<file path="src/rtl/hex_char_uart_tx.sv">
// Converts a handshaked 4-bit nibble to its ASCII hex digit and sends it as a UART 8N1 frame.
// Define HEX_NEWLINE_EN to append CR/LF frames after every eighth character.
module hex_char_uart_tx #(
  parameter int unsigned CLKS_PER_BIT  = 434,
  parameter int unsigned UPPERCASE_HEX = 1
) (
  input  logic       clk,
  input  logic       reset_n,
  input  logic       go,
  input  logic [3:0] character,
  output logic       character_done,
  output logic       tx,
  output logic       busy
);

  localparam int unsigned BAUD_W = (CLKS_PER_BIT > 1) ? $clog2(CLKS_PER_BIT) : 1;
  localparam logic [BAUD_W-1:0] BAUD_LAST = BAUD_W'(CLKS_PER_BIT - 1);

`ifdef HEX_NEWLINE_EN
  // CR and LF are the start-bit phases of the two newline frames
  typedef enum logic [2:0] {IDLE, START, DATA, STOP, DONE, CR, LF} state_t;
  localparam logic [1:0] FR_CHAR = 2'd0;
  localparam logic [1:0] FR_CR   = 2'd1;
  localparam logic [1:0] FR_LF   = 2'd2;
  logic [1:0] frame_q, frame_d;
  logic [2:0] line_q, line_d;
`else
  typedef enum logic [2:0] {IDLE, START, DATA, STOP, DONE} state_t;
`endif

  state_t            state_q, state_d;
  logic [BAUD_W-1:0] baud_q, baud_d, baud_inc;
  logic [2:0]        bit_q, bit_d;
  logic [3:0]        nib_q, nib_d;
  logic [7:0]        byte_d;
  logic              tick, start_d, tx_d, done_d, busy_d;

  function automatic logic [7:0] hex_ascii(input logic [3:0] n);
    logic [7:0] base;
    if (n < 4'd10)               base = 8'h30;
    else if (UPPERCASE_HEX != 0) base = 8'h37;
    else                         base = 8'h57;
    return base + {4'h0, n};
  endfunction

  // state register
  always_ff @(posedge clk or negedge reset_n) begin
    if (!reset_n) state_q <= IDLE;
    else          state_q <= state_d;
  end

  // next state, counters and next output values
  always_comb begin
    state_d  = state_q;
    baud_d   = baud_q;
    bit_d    = bit_q;
    nib_d    = nib_q;
`ifdef HEX_NEWLINE_EN
    frame_d  = frame_q;
    line_d   = line_q;
`endif
    tick     = (baud_q == BAUD_LAST);
    baud_inc = baud_q + BAUD_W'(1);

    case (state_q)
      IDLE: begin
        if (go) begin
          nib_d   = character;
          baud_d  = '0;
          state_d = START;
        end
      end
`ifdef HEX_NEWLINE_EN
      START, CR, LF: begin
`else
      START: begin
`endif
        if (tick) begin
          baud_d  = '0;
          bit_d   = '0;
          state_d = DATA;
        end else begin
          baud_d = baud_inc;
        end
      end
      DATA: begin
        if (tick) begin
          baud_d = '0;
          if (bit_q == 3'd7) state_d = STOP;
          else               bit_d   = bit_q + 3'd1;
        end else begin
          baud_d = baud_inc;
        end
      end
      STOP: begin
        if (tick) begin
          baud_d  = '0;
          state_d = DONE;
`ifdef HEX_NEWLINE_EN
          if (frame_q == FR_CHAR) begin
            line_d = line_q + 3'd1;
            if (line_q == 3'd7) begin
              frame_d = FR_CR;
              state_d = CR;
            end
          end else if (frame_q == FR_CR) begin
            frame_d = FR_LF;
            state_d = LF;
          end
`endif
        end else begin
          baud_d = baud_inc;
        end
      end
      DONE: begin
        if (!go) begin
          state_d = IDLE;
`ifdef HEX_NEWLINE_EN
          frame_d = FR_CHAR;
`endif
        end
      end
      default: state_d = IDLE;
    endcase

    byte_d = hex_ascii(nib_d);
`ifdef HEX_NEWLINE_EN
    if (frame_d == FR_CR)      byte_d = 8'h0D;
    else if (frame_d == FR_LF) byte_d = 8'h0A;
    start_d = (state_d == START) || (state_d == CR) || (state_d == LF);
`else
    start_d = (state_d == START);
`endif

    tx_d = 1'b1;
    if (start_d)               tx_d = 1'b0;
    else if (state_d == DATA)  tx_d = byte_d[bit_d];
    done_d = (state_d == DONE);
    busy_d = (state_d != IDLE);
  end

  // datapath and registered outputs
  always_ff @(posedge clk or negedge reset_n) begin
    if (!reset_n) begin
      baud_q         <= '0;
      bit_q          <= '0;
      nib_q          <= '0;
      tx             <= 1'b1;
      character_done <= 1'b0;
      busy           <= 1'b0;
`ifdef HEX_NEWLINE_EN
      frame_q        <= FR_CHAR;
      line_q         <= '0;
`endif
    end else begin
      baud_q         <= baud_d;
      bit_q          <= bit_d;
      nib_q          <= nib_d;
      tx             <= tx_d;
      character_done <= done_d;
      busy           <= busy_d;
`ifdef HEX_NEWLINE_EN
      frame_q        <= frame_d;
      line_q         <= line_d;
`endif
    end
  end

endmodule

</file>
<file path="config.mk">
export PLATFORM = sky130hd
export DESIGN_NAME = hex_char_uart_tx
export DESIGN_NICKNAME = d
export VERILOG_FILES = /design/src/rtl/hex_char_uart_tx.sv
export SDC_FILE = /design/constraint.sdc
export NUM_CORES = 1
export LEC_CHECK = 0
export ABC_AREA = 1
export BUFFER_PORTS_ARGS = -buffer_cell sky130_fd_sc_hd__buf_4
export CORE_ASPECT_RATIO = 0.75
export CORE_MARGIN = 2
export CORE_UTILIZATION = 30
export CTS_BUF_LIST = sky130_fd_sc_hd__clkbuf_4 sky130_fd_sc_hd__clkbuf_8
export DETAILED_ROUTE_END_ITERATION = 10
export MAX_ROUTING_LAYER = met4
export SKIP_LAST_GASP = 1
export SYNTH_ARGS = -nofsm -noshare
export SYNTH_HDL_FRONTEND = slang
export SYNTH_SLANG_ARGS = --single-unit
</file>
<file path="constraint.sdc">
create_clock -name clk -period 2.21 [get_ports clk]
set_input_delay 0.3315 -clock clk [delete_from_list [all_inputs] [get_ports clk]]
set_output_delay 0.3315 -clock clk [all_outputs]
set_load 0.1 [all_outputs]
</file>
==> results of run 1 <==
==> routing by layer <==
| layer | global-route usage | part of all wire | vias to the layer above |
|---|---|---|---|
| met5 | - | 0 | - |
| met4 | 0.0357 | 0.010 | 0 |
| met3 | 0.0344 | 0.029 | 5 |
| met2 | 0.168 | 0.42 | 15 |
| li1 | - | - | 700 |
| met1 | 0.193 | 0.54 | 624 |
==> synth_stat cells (all sizes together), types with 2 or more instances <==
| cell type | instances | share of area |
|---|---|---|
| a21oi | 9 | 0.033 |
| a2bb2oi | 2 | 0.012 |
| dfrtp | 21 | 0.36 |
| ha | 6 | 0.051 |
| inv | 34 | 0.088 |
| nand2 | 67 | 0.20 |
| nand3 | 20 | 0.081 |
| nand4 | 3 | 0.013 |
| nor2 | 22 | 0.066 |
| nor3 | 2 | 0.0068 |
| o21ai | 5 | 0.017 |
| o22ai | 2 | 0.0085 |
| o41ai | 2 | 0.012 |
==> state kept, by name (all words and copies together), names as in the netlist <==
signal          cells
busy                1
nib_q               4
baud_q              9
state_q             3
character_done      1
tx                  1
bit_q               3
==> report_power, final <==
group          total, uW  internal [uW]  switching, uW
registers            574            496           77.7
clock network        291            159            133
logic                724            294            430
==> layout make-up <==
cell class / instances / share of cell area
clock buffers: 4 / 0.0301
inverters: 34 / 0.0710
multi-input cells: 147 / 0.477
flip-flops and latches: 22 / 0.302
well taps: 60 / 0.0410
repair buffers: 19 / 0.0792
==> final timing paths <==
check	from	to	cells past startpoint
min	character[0]	nib_q[0]	3
max	state_q[1]	tx	19
max reg2reg	state_q[1]	tx	19
min reg2reg	nib_q[0]	nib_q[0]	2
max in group asynchronous	reset_n	tx	2
min in group asynchronous	reset_n	baud_q[5]	2
==> what timing repair did <==
item	in CTS	in global routing
setup endpoints to repair	1	1
setup buffers	0	3
hold buffers	1	0
pin swaps	0	6
resized for setup	1	20
endpoints found under the hold margin	21	0
==> per-stage QoR <==
step	instances	hold WS, ns
2_1_floorplan	203	0.0359
3_3_place_gp	278	0.243
3_5_place_dp	278	0.246
4_1_cts	283	0.321
5_1_grt	286	0.333
6_report	286	0.328
==> worst register-to-register path: cells and delay by family (launching register included) <==
family,cells,cell delay (ns)
compound gates,1,0.11
simple gates,14,1.03
flops,1,0.47
fa+ha+maj,2,0.34
buf+inv,2,0.10
==> logic make-up after synthesis <==
group | Yosys count | synth area share
flops | 22 | 0.374
simple gates | 118 | 0.389
compound gates | 23 | 0.0983
fa+ha+maj | 6 | 0.0508
buf+inv | 34 | 0.0881
==> run summary, run 1 <==
Cell Chain, Critical Path: nor2_4, nand2_2, nand2_2, nand2_4, nand2_4, nand2_4, ha_4, ha_2, inv_2, nand2_2, nand2_1, nand2_2, a21oi_2, nand2_1, nand2_1, nand2_1, nand3_2, nand2_1, inv_1
RePlAce Congestion: 0.831
final hold vios: 0
design area: 1830 um2
leading cell types in the layout, fill and taps excluded: nand2_1 (46), inv_1 (24), dfrtp_1 (20)
Critical Path End Type: flip-flop
Worst Skew: 0.00128 ns
Max Slew Vio Count: 0
post-route core utilization: 0.380
final setup vio count: 0
number of synthesized flops with an enable pin: 0
Area Overhead vs Synth: 24.1%
n_diodes: 0
fraction of registers with async set/reset: 1.00
Multi-input gate area: 873 um2
Reg area: 553 um2
post-DR wirelength/cell: 11.9 um
GRT Util Overall: 0.129
Seq/Total Area, Yosys: 0.374
final worst-path setup slack: 0.112 ns
syn nets: 216
CTS Buffer Depth: 2
Primary FF master, synth: dfrtp_1
Distinct cells, synth: 29
post-synthesis instance area: 1480 um2
CTS Root Cell: clkbuf_8
most common cell after layout, fill and taps aside: nand2_1
clk_lat worst skew: 0.26 ns
Filler Cell Count: 491
CTS sink count: 22
largest net degree at the start of global routing: 23
Initial Utilization: 0.306
Post-Syn Instances: 203
reg2reg setup slack: 0.11 ns
Core Box Area: 4820 um2
grt ovf: 0
CP top delay family: simple AND/OR/NAND/NOR gates
crit path launch type: flip-flop
Antenna Nets Post-Route: 0
Buf/Inv on CP: 2
Critical Path AT: 2.31 ns
first-pass GRT wire length: 5420 um
pre-CTS WS: 0.00173 ns
initial antenna violation count: 0
number of buffers created by CTS: 3
Leak: 0.000933 uW
# rows: 22
Crit path required time: 2.42 ns
Cell Area, Placed: 1660 um2
Hold Path Class: input port to flip-flop
die extent in y: 64.8 um
CTS tree: built
Final min period: 2.10 ns
total chip power: 1590 uW
layout net count: 240
YS warnings: 0
Avg Inst Size Synth: 7.27 um2
vias per inst: 4.70
Critical Path Most Common Cell: nand2_1
share of cells above drive strength 1: 0.314
final worst path period share: 0.949
die area: 5500 um2
crit path kind: flip-flop to flip-flop
Slowest Stage Delay on Critical Path: 0.47 ns
clk slew on worst S/H paths: 0.08 ns
vias in the first global route: 1128
status: complete, no violations
H-tree Lvls: 1
I/O Buffers: 9
drt first pass iters: 4
HPWL after DPL: 2450 um
#FFs+latches synth: 22
via count: 1344
RSZ-0062 raised after global routing: yes
CP max stage cell: dfrtp_2
I/O pin cnt: 10
MaxCap Viol Count: 0
drt total wl: 3400 um
Least-Margin Pin Slew: 0.574 ns
Chip Width: 85.0 um
Peak VDD IR: 0.386 mV
Relative slew margins: 0.612
DRC violations left: 0
setup tns final: 0 ns
Pwr Density: 868 nW/um2
Max Fclk: 477 MHz
drt initial violations: 105
CP max FO: 5
Note: power is estimated with default switching activity, not from simulation.
==> run 2, diff against run 1 <==
Settings changed: ABC_AREA 1 to 0, ABC_CLOCK_PERIOD_IN_PS set to 2210.
==> run summary, run 2 <==
drt initial violations: 66
Switch Pwr: 178 uW
MaxCap Viol Count: 0
Crit path required time: 2.40 ns
crit path launch type: flip-flop
Initial Utilization: 0.309
YS warnings: 0
H-tree Lvls: 1
fraction of registers with async set/reset: 1.00
Hold Path Class: input port to flip-flop
most frequent cells after synthesis: dfrtp_1 (21), nand2_1 (17), nor2_1 (16), o21ai_0 (8)
Antenna Nets Post-Route: 0
most common cell after layout, fill and taps aside: buf_4
biggest regs: baud_q: 9 flops, nib_q: 4 flops
area share of fa/ha/maj cells after synthesis: 0.0499
compound-cell area share of the yosys netlist: 0.215
max reg flops: 9
crit path kind: flip-flop to flip-flop
vias per inst: 5.20
biggest area consumer among synthesized cells: dfrtp_1
die area: 5600 um2
# rows: 22
Core Box Area: 4870 um2
HPWL after DPL: 2670 um
post-synth top area share: 0.349
Chip Width: 85.8 um
Pwr Density: 379 nW/um2
final worst-path setup slack: -0.419 ns
Leak: 0.000874 uW
first-pass GRT wire length: 6200 um
WL met3: 130 um
final worst path period share: 1.19
via count: 1383
GRT Util Overall: 0.142
mux cell area share after synthesis: 0.0699
metal1 wirelength: 1980 um
Critical Path End Type: flip-flop
layout net count: 220
top-count cell post-synth: dfrtp_1
I/O pin cnt: 10
CTS Buffer Depth: 2
Least-Margin Pin Slew: 0.401 ns
drt first pass iters: 4
initial antenna violation count: 0
total chip power: 770 uW
Primary FF master, synth: dfrtp_1
Relative slew margins: 0.730
Post-Synth XOR/XNOR Area: 0.0233
clk_lat worst skew: 0.27 ns
pre-CTS WS: -0.491 ns
RSZ-0062 raised after global routing: yes
vias in the first global route: 1264
share of cells above drive strength 1: 0.320
Final min period: 2.63 ns
status: finished with violations
Max Fclk: 380 MHz
met2 wire length: 1500 um
grt ovf: 0
Slowest Stage Delay on Critical Path: 0.42 ns
Top Metal Used: met4
I/O Buffers: 9
number of synthesized flops with an enable pin: 0
Max Slew Vio Count: 0
post-DR wirelength/cell: 13.8 um
CTS sink count: 22
number of buffers created by CTS: 3
clk slew on worst S/H paths: 0.08 ns
failing checks: negative setup slack
combinational power share: 0.115
CP max FO: 4
die extent in y: 65.3 um
Cell Chain, Critical Path: nor4b_4, buf_4, mux2_4, nor2_4, nor2_4, ha_4, ha_4, a21oi_2, mux2i_1, xnor2_1, nand4_1, a2bb2o_4, nor4_4
#FFs+latches synth: 22
main combinational cell family by area after synthesis: simple AND/OR/NAND/NOR gates
Sw Share: 0.231
post-synthesis instance area: 1500 um2
DRC violations left: 0
CTS tree: built
Avg Inst Size Synth: 9.06 um2
Filler Cell Count: 448
part of the power in registers: 0.531
Peak VDD IR: 0.336 mV
final setup vio count: 1
syn nets: 179
Internal: 592 uW
setup tns final: -0.419 ns
Clock Power Share: 0.354
leading cell types in the layout, fill and taps excluded: buf_4 (41), dfrtp_1 (21), nand2_1 (17)
CTS Root Cell: clkbuf_8
CP max stage cell: dfrtp_1
Synth Area in Simple Gates: 0.239
largest net degree at the start of global routing: 23
RePlAce Congestion: 0.844
Reg with most FFs: baud_q
drt total wl: 3660 um
Worst Skew: 0.00195 ns
n_diodes: 0
Synth area leaders: dfrtp_1 (35%), ha_1 (5.0%), nand2_1 (4.2%)
Post-Syn Instances: 166
Area Overhead vs Synth: 35.0%
final hold vios: 0
Distinct cells, synth: 48
Seq/Total Area, Yosys: 0.367
Critical Path AT: 2.82 ns
==> run 2: cell types whose count changed after synthesis, moves of 4 or more <==
| cell | previous run | this run |
|---|---|---|
| nand3_2 | 4 | 0 |
| mux2_2 | 0 | 4 |
| mux2i_1 | 0 | 6 |
| a31oi_1 | 0 | 6 |
| nand2b_1 | 0 | 4 |
| nand2_1 | 53 | 17 |
| inv_2 | 7 | 0 |
| inv_1 | 26 | 6 |
| clkbuf_1 | 0 | 4 |
| nand3_1 | 16 | 6 |
| nand2_2 | 11 | 0 |
==> run 2: logic make-up (layout without fill, tap and decap cells) <==
| family | Yosys count | count (layout) |
|---|---|---|
| AND/OR/NAND/NOR | 67 | 67 |
| AO/OA/AOI/OAI | 45 | 45 |
| flip-flops | 22 | 22 |
| buffers and inverters | 12 | 52 |
| multiplexers | 10 | 10 |
| adder cells (fa/ha/maj) | 6 | 6 |
| XOR/XNOR | 4 | 4 |
==> run 2: critical path: cells and delay by family (launching register included) <==
kind / cells / cell delay, ns
AND/OR/NAND/NOR: 5 / 0.78
flip-flops: 1 / 0.42
multiplexers: 2 / 0.41
adder cells (fa/ha/maj): 2 / 0.33
AO/OA/AOI/OAI: 2 / 0.32
buffers and inverters: 1 / 0.17
XOR/XNOR: 1 / 0.12
==> run 2: path summary, 6_finish.rpt <==
path | startpoint | end | slack (ns) | cells after the start
min in group asynchronous | reset_n | baud_q[8] | 0.50 | 2
min | character[0] | nib_q[0] | 0.35 | 2
max in group asynchronous | reset_n | tx | 1.43 | 2
min reg2reg | baud_q[4] | baud_q[4] | 0.53 | 1
max reg2reg | state_q[0] | tx | -0.42 | 13
max | state_q[0] | tx | -0.42 | 13
==> run 2: layer usage <==
metal / vias up / global-route usage
li1: 700 / -
met3: 6 / 0.0201
met5: - / -
met4: 0 / 0.0298
met1: 649 / 0.218
met2: 28 / 0.196
==> run 2: area by class of cell <==
cell class | instances | area (um2) | area share
timing repair buffer | 42 | 318 | 0.157
clock buffer | 4 | 48.8 | 0.0240
inverter | 6 | 22.5 | 0.0111
multi-input combinational | 132 | 1010 | 0.500
sequential | 22 | 552 | 0.272
tap | 60 | 75.1 | 0.0370
==> run 2: stage by stage <==
stage | instance area [um2] | util | hold WS [ns] | instances
final | 2030 | 0.417 | 0.349 | 266
after global routing | 2030 | 0.417 | 0.345 | 266
after CTS | 1970 | 0.405 | 0.323 | 266
after detailed placement | 1890 | 0.388 | 0.248 | 260
after global placement | 1890 | 0.388 | 0.247 | 260
after floorplan | 1550 | - | 0.0359 | 166
==> run 2: power groups by stage <==
stage / Clock, uW / Combinational, uW / Sequential, uW
after global routing: 302 / 98.6 / 409
after global placement: 0 / 77.3 / 416
final: 273 / 88.3 / 409
after detailed placement: 0 / 78.5 / 416
after floorplan: 0 / 32.5 / 417
after CTS: 281 / 82.5 / 408
==> run 2: timing repair <==
action                     in CTS  in global routing
hold buffers                    1                  0
buffers inserted                1                  0
setup endpoints to repair       1                  1
hold endpoints to repair       21                  0
cloned                          0                  0
gates resized for setup         4                  8
pin swaps                       4                  8
==> run 3, diff against run 2 <==
Settings changed: PLACE_DENSITY set to 0.44.
==> run summary, run 3 (synthesized netlist as in run 2, its figures left out) <==
n_diodes: 0
Chip Width: 85.8 um
post-DR wirelength/cell: 14.2 um
via count: 1380
clk slew on worst S/H paths: 0.09 ns
Worst Skew: 0.00223 ns
clk_lat worst skew: 0.27 ns
number of buffers created by CTS: 3
Crit path required time: 2.40 ns
Max Fclk: 385 MHz
# rows: 22
initial antenna violation count: 0
layout net count: 223
RSZ-0062 raised after global routing: yes
Relative slew margins: 0.665
Initial Utilization: 0.309
total chip power: 885 uW
pre-CTS WS: -0.563 ns
biggest regs: baud_q: 9 flops, nib_q: 4 flops
fin cells: 269
max reg flops: 9
die area: 5600 um2
Final min period: 2.60 ns
final worst-path setup slack: -0.388 ns
drt initial violations: 47
drt total wl: 3820 um
vias in the first global route: 1420
crit path kind: flip-flop to flip-flop
Core Box Area: 4870 um2
setup tns final: -0.388 ns
share of cells above drive strength 1: 0.325
failing checks: negative setup slack
Least-Margin Pin Slew: 0.498 ns
GRT Util Overall: 0.154
final worst path period share: 1.18
MaxCap Viol Count: 0
H-tree Lvls: 1
leading cell types in the layout, fill and taps excluded: buf_4 (43), dfrtp_1 (21), nand2_1 (17)
Reg with most FFs: baud_q
Hold Path Class: input port to flip-flop
placed insts: 262
grt ovf: 0
Critical Path End Type: flip-flop
die extent in y: 65.3 um
reg2reg setup slack: -0.39 ns
Peak VDD IR: 0.226 mV
Leak: 0.000902 uW
CTS tree: built
Worst Hold Margin: 0.424 ns
most common cell after layout, fill and taps aside: buf_4
final setup vio count: 1
first-pass GRT wire length: 6610 um
HPWL after DPL: 2870 um
crit path launch type: flip-flop
CP max FO: 4
drt first pass iters: 4
Pwr Density: 424 nW/um2
Max Slew Vio Count: 0
Critical Path AT: 2.78 ns
final hold vios: 0
largest net degree at the start of global routing: 23
CTS sink count: 22
CTS Root Cell: clkbuf_8
DRC violations left: 0
vias per inst: 5.13
Antenna Nets Post-Route: 0
I/O pin cnt: 10
status: finished with violations
RePlAce Congestion: 0.893
I/O Buffers: 9
CTS Buffer Depth: 2
Area Overhead vs Synth: 38.8%
run 3: area by class of cell:
class / instances / area, um2
Clock buffer: 3 / 41.3
Clock inverter: 1 / 30.0
Fill cell: 475 / 2790
Inverter: 6 / 22.5
Multi-Input combinational cell: 132 / 1020
Sequential cell: 22 / 552
Tap cell: 60 / 75.1
Timing Repair Buffer: 45 / 344
run 3: final timing paths:
check | start | endpoint | cells after the start
worst max-delay path | state_q[2] | tx | 12
worst min-delay path | character[0] | nib_q[0] | 3
worst max register to register | state_q[2] | tx | 12
worst min register to register | baud_q[4] | baud_q[4] | 1
max in group asynchronous | reset_n | tx | 2
min in group asynchronous | reset_n | baud_q[4] | 2
run 3: worst max-delay path, cell delays in order, from the launching register on:
cell      delay, ns
dfrtp_1        0.41
nor4b_4        0.28
buf_4          0.18
mux2_4         0.32
nor2_4         0.12
nor2_4         0.06
ha_4           0.17
ha_4           0.17
and2_1         0.15
a211oi_2       0.18
mux2_4         0.19
nor4_2         0.05
nor4_4         0.24
run 3: metal layers:
| metal | global-route usage | share of wire | routed length (um) |
|---|---|---|---|
| met5 | - | 0 | 0 |
| met4 | 0.0298 | 0.0037 | 14 |
| met3 | 0.0364 | 0.032 | 122 |
| met2 | 0.247 | 0.44 | 1690 |
| met1 | 0.202 | 0.52 | 2000 |
run 3: power by group:
part	leakage, uW	internal (uW)	total, uW	switching, uW
clock	0.0000357	242	384	142
combinational	0.000587	47.9	91.3	43.4
sequential	0.000279	406	409	3.16
total	0.000902	696	885	189
run 3: what timing repair did:
item | CTS | global route
pin swaps | 10 | 3
gates cloned | 0 | 0
hold buffers | 1 | 0
hold endpoints to repair | 21 | 0
setup buffers | 1 | 1
gates resized for setup | 11 | 3
setup endpoints to repair | 1 | 1
run 3: through the flow:
step           utilization  instance area, um2
2_1_floorplan            -                1550
3_3_place_gp         0.391                1910
3_5_place_dp         0.391                1910
4_1_cts              0.422                2060
5_1_grt              0.428                2090
6_report             0.428                2090
